`src/rtl/ioctl_multirom_loader.sv`:
```
// ioctl_multirom_loader: routes the hps_io ioctl byte stream into one of SLOTS memories as packed, byte-enabled words.
// The core is held in reset while a file loads. Backpressure is absorbed by a one-byte skid register.
module ioctl_multirom_loader #(
  parameter int SLOTS = 4,
  parameter int INDEX_BASE = 0,
  parameter int DATA_W = 8,
  parameter int ADDR_W = 15,
  parameter int MAX_BYTES = 32768,
  localparam int BPW = DATA_W / 8,
  localparam int LB = $clog2(BPW),
  localparam int LW = LB > 0 ? LB : 1,
  localparam int SW = SLOTS > 1 ? $clog2(SLOTS) : 1
) (
  input  logic              clk_sys,
  input  logic              reset,
  input  logic              ioctl_download,
  input  logic [7:0]        ioctl_index,
  input  logic              ioctl_wr,
  input  logic [24:0]       ioctl_addr,
  input  logic [7:0]        ioctl_dout,
  output logic              ioctl_wait,
  output logic              mem_req,
  input  logic              mem_ack,
  output logic [SW-1:0]     mem_slot,
  output logic [ADDR_W-1:0] mem_addr,
  output logic [DATA_W-1:0] mem_data,
  output logic [BPW-1:0]    mem_be,
  output logic              core_hold,
  output logic [SLOTS-1:0]  slot_loaded,
  output logic              overflow
);
  localparam logic [2:0] S_IDLE = 3'd0, S_COLLECT = 3'd1, S_WRITE = 3'd2, S_FLUSH = 3'd3, S_DONE = 3'd4;
  logic [2:0] state;
  logic dl_q, wrote, skid_v, src_v, in_range, mismatch, start;
  logic [24:0] skid_addr, src_addr;
  logic [7:0] skid_byte, src_byte;
  logic [ADDR_W-1:0] word;
  logic [LW-1:0] lane;
  logic [BPW-1:0] be_set;
  logic [DATA_W-1:0] data_set;
  // A parked skid byte always takes priority over a fresh strobe.
  always_comb begin
    src_v = skid_v | ioctl_wr;
    src_addr = skid_v ? skid_addr : ioctl_addr;
    src_byte = skid_v ? skid_byte : ioctl_dout;
    in_range = {7'd0, src_addr} < 32'(MAX_BYTES);
    word = ADDR_W'(src_addr >> LB);
    lane = LW'(src_addr % 25'(BPW));
    be_set = mem_be | BPW'(1 << lane);
    data_set = (mem_data & ~(DATA_W'(8'hff) << (8 * lane))) | (DATA_W'(src_byte) << (8 * lane));
    mismatch = (|mem_be) && (word != mem_addr);
    start = ioctl_download && !dl_q && state == S_IDLE &&
            {24'd0, ioctl_index} >= 32'(INDEX_BASE) && {24'd0, ioctl_index} < 32'(INDEX_BASE + SLOTS);
  end
  assign mem_req = state == S_WRITE || state == S_FLUSH;
  assign ioctl_wait = mem_req || skid_v;
  always_ff @(posedge clk_sys or posedge reset) begin
    if (reset) begin
      state <= S_IDLE;
      dl_q <= 1'b0;
      wrote <= 1'b0;
      skid_v <= 1'b0;
      skid_addr <= '0;
      skid_byte <= '0;
      mem_slot <= '0;
      mem_addr <= '0;
      mem_data <= '0;
      mem_be <= '0;
      core_hold <= 1'b0;
      slot_loaded <= '0;
      overflow <= 1'b0;
    end else begin
      dl_q <= ioctl_download;
      case (state)
        S_IDLE: if (start) begin
          state <= S_COLLECT;
          mem_slot <= SW'({24'd0, ioctl_index} - 32'(INDEX_BASE));
          overflow <= 1'b0;
          core_hold <= 1'b1;
          wrote <= 1'b0;
        end
        S_COLLECT: if (src_v && in_range && mismatch) begin
          state <= S_WRITE;
          if (!skid_v) begin
            skid_v <= 1'b1;
            skid_addr <= ioctl_addr;
            skid_byte <= ioctl_dout;
          end else if (ioctl_wr) overflow <= 1'b1;
        end else begin
          if (src_v && !in_range) overflow <= 1'b1;
          if (src_v && in_range) begin
            mem_addr <= word;
            mem_be <= be_set;
            mem_data <= data_set;
            if (&be_set) state <= S_WRITE;
          end
          if (skid_v) begin
            skid_v <= ioctl_wr;
            skid_addr <= ioctl_addr;
            skid_byte <= ioctl_dout;
          end
          if (!src_v && !ioctl_download) begin
            state <= |mem_be ? S_FLUSH : S_DONE;
            core_hold <= |mem_be;
          end
        end
        S_WRITE, S_FLUSH: begin
          if (ioctl_wr && skid_v) overflow <= 1'b1;
          if (ioctl_wr && !skid_v) begin
            skid_v <= 1'b1;
            skid_addr <= ioctl_addr;
            skid_byte <= ioctl_dout;
          end
          if (mem_ack) begin
            mem_be <= '0;
            mem_data <= '0;
            wrote <= 1'b1;
            // Skip COLLECT when nothing is left to gather so the hold drops right after the last ack.
            if (state == S_FLUSH || !(ioctl_download || skid_v || ioctl_wr)) begin
              state <= S_DONE;
              core_hold <= 1'b0;
            end else state <= S_COLLECT;
          end
        end
        S_DONE: begin
          if (wrote) slot_loaded[mem_slot] <= 1'b1;
          state <= S_IDLE;
        end
        default: state <= S_IDLE;
      endcase
    end
  end
endmodule

```
`config.mk`:
```
export PLATFORM = sky130hd
export DESIGN_NAME = ioctl_multirom_loader
export DESIGN_NICKNAME = d
export VERILOG_FILES = /design/src/rtl/ioctl_multirom_loader.sv
export SDC_FILE = /design/constraint.sdc
export NUM_CORES = 1
export LEC_CHECK = 0
export ABC_AREA = 0
export BUFFER_PORTS_ARGS = -buffer_cell sky130_fd_sc_hd__buf_2
export CAP_MARGIN = 20
export CORE_MARGIN = 4
export CORE_UTILIZATION = 37
export DETAILED_ROUTE_END_ITERATION = 12
export SLEW_MARGIN = 5
export SYNTH_ARGS = -nofsm -noshare
export SYNTH_HDL_FRONTEND = slang
export SYNTH_SLANG_ARGS = --single-unit
export TNS_END_PERCENT = 50
```
`constraint.sdc`:
```
create_clock -name clk_sys -period 6.3 [get_ports clk_sys]
set_clock_uncertainty 0.05 [all_clocks]
set_input_delay 0.63 -clock clk_sys [delete_from_list [all_inputs] [get_ports clk_sys]]
set_output_delay 0.63 -clock clk_sys [all_outputs]
set_load 0.05 [all_outputs]
```
Yosys cells after proc, flatten, opt, wreduce, memory -nomap -nowiden
Index checks and enable logic that the tools add are counted.
{"block": "word_totals", "word_cells": 122, "ff_bits": 71, "output_inout_bits": 34, "input_bits": 46}
{"block": "op_classes", "n_lt_le_gt_ge": 4, "n_reduce_logical": 37, "n_eq_ne": 18, "bitwise_logic": 3, "muxes": 47}
{"cell": "two-way mux 25 bit", "count": 4}
{"cell": "two-way mux 8 bit", "count": 7}
{"cell": "case mux 25 bit (2 select lines)", "count": 1}
{"cell": "case mux 8 bit (2 select lines)", "count": 2}
{"cell": "less-than comparator 25 x 16 -> 1 bit (second input constant)", "count": 1}
{"cell": "two-way mux 3 bit", "count": 7}
{"cell": "two-way mux 1 bit", "count": 19}
{"cell": "inequality test 2 bit (second input constant)", "count": 8}
{"cell": "inequality test 15 bit", "count": 1}
{"cell": "inequality test 3 bit (second input constant)", "count": 4}
{"cell": "AND reduction 3 bit", "count": 4}
{"cell": "AND reduction 6 bit", "count": 2}
{"cell": "logical AND 1 bit", "count": 11}
{"cell": "case mux 3 bit (3 select lines)", "count": 1}
{"cell": "less-than comparator 8 x 3 -> 1 bit (second input constant)", "count": 1}
{"cell": "equality test 3 x 2 -> 1 bit (second input constant)", "count": 2}
{"cell": "zero test 1 bit", "count": 6}
{"cell": "case mux 1 bit (2 select lines)", "count": 3}
{"cell": "case mux 1 bit (3 select lines)", "count": 2}
{"cell": "AND reduction 2 bit", "count": 3}
{"cell": "logical OR 1 bit", "count": 5}
{"cell": "inequality test 4 bit (second input constant)", "count": 1}
{"cell": "OR 4 bit", "count": 1}
{"cell": "AND reduction 4 bit", "count": 1}
{"cell": "other kinds (11)", "count": 12}

Logic depth before layout (Yosys ltp)
{"block": "depth", "depth_word": 7, "ltp_mapped": 10}

Least setup slack after synthesis
Ideal clock, no wire load.
{"block": "synth_timing", "path_type": "input to register", "from": "in ioctl_addr[23]", "to": "reg skid_addr[0]", "arrival_time_ns": 2.481, "slack_ns": 3.644, "cell_stages": 8, "path_cell_list": "or4_1 > o22ai_1 > nand4_1 > nor2_1 > o211ai_2 > o22ai_4 > buf_12 > mux2_4"}
{"block": "synth_via", "elab_chain_len": 6, "elab_cells_between_ends": 8, "classes_between": "order compare (1); eq/ne (1); mux (3); reduce/logical (3)"}
{"item": "from (decl)", "line_no": "19", "source": "input logic [24:0] ioctl_addr,"}
{"item": "two-way mux 25 bit (*)"}
{"item": "less-than comparator 25 x 16 -> 1 bit (*)", "line_no": "46", "source": "in_range = {7'd0, src_addr} < 32'(MAX_BYTES);"}
{"item": "logical AND 1 bit (*) (2 in series)", "line_no": "82", "source": "S_COLLECT: if (src_v && in_range && mismatch) begin"}
{"item": "inequality test 3 bit (no line) or two-way mux 25 bit (tied branches)"}
{"item": "AND reduction 3 bit (no line) or case mux 25 bit (2 select lines) (tied branches)"}
{"item": "to (signal assigned)", "line_no": "86", "source": "skid_addr <= ioctl_addr;"}
{"item": "to (signal assigned)", "line_no": "99", "source": "skid_addr <= ioctl_addr;"}
{"item": "to (signal assigned)", "line_no": "111", "source": "skid_addr <= ioctl_addr;"}
{"item": "to (decl)", "line_no": "35", "source": "logic [24:0] skid_addr, src_addr;"}
Mark *: on every way between the ends. The rest lies on a longest branch, timed or not.
A chain may end at the register's enable or synchronous reset.

Worst setup path after layout
{"block": "layout_timing", "from": "reg skid_v", "to": "reg skid_byte[7]"}
{"block": "layout_via", "elab_chain_len": 6, "elab_cells_between_ends": 15, "classes_between": "order compare (1); eq/ne (3); mux (4); bitwise (1); reduce/logical (6)"}
{"item": "from (decl)", "line_no": "34", "source": "logic dl_q, wrote, skid_v, src_v, in_range, mismatch, start;"}
{"item": "from (signal assigned)", "line_no": "98", "source": "skid_v <= ioctl_wr;"}
{"item": "two-way mux 25 bit"}
{"item": "less-than comparator 25 x 16 -> 1 bit or inequality test 15 bit (tied branches)", "line_no": "46, 51"}
{"item": "logical AND 1 bit, on equally long branches", "line_no": "82, 51"}
{"item": "logical AND 1 bit", "line_no": "82"}
{"item": "inequality test 3 bit (no line) or two-way mux 8 bit (tied branches)"}
{"item": "AND reduction 3 bit (no line) or case mux 8 bit (2 select lines) (tied branches)"}
{"item": "to (signal assigned)", "line_no": "87", "source": "skid_byte <= ioctl_dout;"}
{"item": "to (signal assigned)", "line_no": "100", "source": "skid_byte <= ioctl_dout;"}
{"item": "to (signal assigned)", "line_no": "112", "source": "skid_byte <= ioctl_dout;"}
{"item": "to (decl)", "line_no": "36", "source": "logic [7:0] skid_byte, src_byte;"}
Several ways; a longest one is shown, not always the timed one.

==> results_dict.tcl <==
set metrics [dict create \
    edff_count_synth 0 \
    cts_setup_buffers 0 \
    clk_latency_ns 0.35 \
    cts_htree_levels 3 \
    setup_tns_ns 0 \
    hold_path_class "input port to flip-flop" \
    number_of_standard_cell_rows_in_the_floorplan 35 \
    synth.cell_area_sq_um 3590 \
    dr.first_iter.drc_count 97 \
    timing.final.setup_violations 0 \
    cp-endpoint "skid_byte[7]" \
    cap_violations 0 \
    overall_die_area_sq_um 11400 \
    startpoint_type "flip-flop" \
    ir_drop_mv 0.178 \
    grt_first_pass_wirelength_um 13500 \
    outcome "finished, final reports clean" \
    report.final.slew_viol_count 0 \
    final_antenna_net_count 0 \
    syn_area_per_cell_sq_um 11.8 \
    antenna-diode-count 0 \
    first_global_vias 2686 \
    synthCells 304 \
    cts.root.buffer_cell "sky130_fd_sc_hd__clkbuf_8" \
    synth_fp_nets 350 \
    floorplan.initialDensity_pct 38.5 \
    tightest_slew_ns 1.12 \
    post-place-ws_ns 2.43 \
    worst-endpoint-required_ns 6.48 \
    cell_class_contributing_the_biggest_share_of_worst_path_delay "compound AO/OA/AOI/OAI gates" \
    post_drt_wl_per_cell_um 15.5 \
    die_w_um 107 \
    synth_sequential_area_ratio_pct 49.4 \
    path_clk_slew_ns 0.07 \
    synthMostInstantiatedCell "sky130_fd_sc_hd__dfrtp_1" \
    ys_top_cells_by_area "sky130_fd_sc_hd__dfrtp_1 49%, sky130_fd_sc_hd__mux2i_1 11%, sky130_fd_sc_hd__mux2_4 8.4%" \
    cts_num_sinks 71 \
    yosysTopAreaCell "sky130_fd_sc_hd__dfrtp_1" \
    area_delta_synth_final_pct 20.0 \
    route.final.wire_length_um 7960 \
    worstSetupStartpoint "skid_v" \
    hold_violations 0 \
    clock_path_buffers 2 \
    timing.rr.end "skid_byte[7]" \
    post_synth_num_cell_types 46 \
    ys_dominant_reg_cell "sky130_fd_sc_hd__dfrtp_1" \
    setup_repair_after_global_routing_missed_its_margin "no" \
    worstReg2RegStart "skid_v" \
    post_synth_most_frequent_cells "71 x sky130_fd_sc_hd__dfrtp_1, 40 x sky130_fd_sc_hd__mux2i_1, 32 x sky130_fd_sc_hd__inv_1" \
    path_buf_inv 0 \
    tritoncts "yes" \
    cp_data_arrival_time_ns 4.06 \
    rrSetupSlack_ns 2.42 \
    drt_first_pass_iters 4 \
    critical_path.max_stage_delay_ns 0.96 \
    track_usage_pct 15.0 \
    worst-setup-path-type "flip-flop to flip-flop" \
    ys_async_sr_fraction_pct 100 \
    layout-drive-gt1-share_pct 34.8 \
    end_kind "flip-flop" \
    dpl.hpwl_um 5530 \
    timing.critical_path.slowest_stage_cell "sky130_fd_sc_hd__dfrtp_2" \
    fin_nets 427 \
    grt_max_degree 72 \
    finish.utilization_pct 46.3 \
    post_cts_resized 0 \
    rr_worst_depth 7 \
    fmax_mhz 258 \
    drc 0 \
    ioPinCount 80 \
    via_count 2552 \
    vias_per_cell 4.96 \
    grt_overflow_total 0 \
    post-layout-total-power_mw 1.83 \
    power_leakage_nw 2.17 \
    core_area_sq_um 9330 \
    numPortBuffers 79 \
    finalWorstSetupSlack_ns 2.42 \
    nFillCells 891 \
    postSynthRegisterBits 71 \
    die_height_um 107 \
    cts-buffers-inserted 9 \
    post_cts_hold_buffer_count 0 \
    yosysTopAreaCellShare_pct 49.4 \
    fin_crit_ns 3.88 \
    cell_chain_critical_path "or4b_1, o22ai_1, nand4_1, nor2_1, o211ai_2, o22ai_4, mux2_2" \
    synth-warning-count 0 \
    grt_antenna_before_repair 0 \
    gp_routability_congestion 0.816 \
    worstPathMaxFanout 35 \
    timing.critical_path.depth 7 \
    min_period_over_period_pct 61.6 \
    powerDensity_nw_per_um2 424 \
    slew-limit-headroom_pct 25.7 \
]
layer usage:
| metal | wire [um] | vias to the layer above | GRT usage [%] |
|---|---|---|---|
| li1 | - | 1230 | - |
| met1 | 3720 | 1246 | 19.9 |
| met2 | 3720 | 64 | 23.9 |
| met3 | 376 | 12 | 3.83 |
| met4 | 149 | 0 | 4.93 |
| met5 | 0 | - | 0 |
final cells by class:
cell class	count	area, sq um	area share (%)
Timing Repair Buffer	81	410	9.51
Clock inverter	6	134	3.10
Inverter	32	120	2.78
Clock buffer	9	124	2.87
Multi-Input combinational cell	186	1590	36.8
Sequential cell	71	1780	41.2
Tap cell	129	161	3.74
stage by stage:
| stage | area [sq um] | hold WS [ns] | std cells |
|---|---|---|---|
| after floorplan | 3590 | 0.400 | 304 |
| after global placement | 4060 | 0.397 | 499 |
| after detailed placement | 4060 | 0.415 | 499 |
| after CTS | 4310 | 0.377 | 514 |
| after global routing | 4310 | 0.375 | 514 |
| final | 4310 | 0.393 | 514 |
registers in the layout, summed over array words and instances, names as in the netlist, 2 cells and up:
name	flops
skid_addr	25
mem_addr	15
mem_data	8
skid_byte	8
slot_loaded	4
state	3
mem_slot	2
where the power goes:
group          switching, mW  total, mW  internal [mW]
Sequential             0.132      0.728          0.596
Combinational          0.308      0.627          0.319
Clock                  0.175      0.476          0.301
Total                  0.615       1.83           1.22
cells by family after synthesis:
group | synth area share (%)
compound gates | 12.3
xor+xnor | 3.65
buf+inv | 6.44
flops | 49.4
mux | 21.1
simple gates | 7.14
layout by cell type, fill, tap and decap left out, types with 3 or more instances in the layout:
| cell type | n |
|---|---|
| sky130_fd_sc_hd__bufinv_16 | 4 |
| sky130_fd_sc_hd__nor4_1 | 4 |
| sky130_fd_sc_hd__dfrtp_1 | 70 |
| sky130_fd_sc_hd__mux2_2 | 5 |
| sky130_fd_sc_hd__mux2i_1 | 40 |
| sky130_fd_sc_hd__buf_2 | 79 |
| sky130_fd_sc_hd__clkbuf_8 | 9 |
| sky130_fd_sc_hd__inv_1 | 31 |
| sky130_fd_sc_hd__mux2_4 | 20 |
| sky130_fd_sc_hd__xnor2_1 | 15 |
| sky130_fd_sc_hd__o21ai_0 | 13 |
| sky130_fd_sc_hd__o2bb2ai_1 | 8 |
| sky130_fd_sc_hd__nand2_1 | 9 |
| sky130_fd_sc_hd__a31o_2 | 3 |
| sky130_fd_sc_hd__nor3_1 | 4 |
| sky130_fd_sc_hd__nor2_1 | 10 |
| sky130_fd_sc_hd__o211ai_1 | 12 |
| sky130_fd_sc_hd__a21oi_1 | 5 |
| sky130_fd_sc_hd__nand4_1 | 3 |
worst min-delay path by stage:
stage               cells past startpoint            from        endpoint  slack, ns
floorplan                               1           wrote           wrote       0.40
global placement                        1  slot_loaded[3]  slot_loaded[3]       0.40
detailed placement                      1  slot_loaded[3]  slot_loaded[3]       0.42
CTS                                     1  ioctl_download            dl_q       0.38
global route                            1  ioctl_download            dl_q       0.38
finish                                  1  ioctl_download            dl_q       0.39
Note: power is estimated with default switching activity, not from simulation.
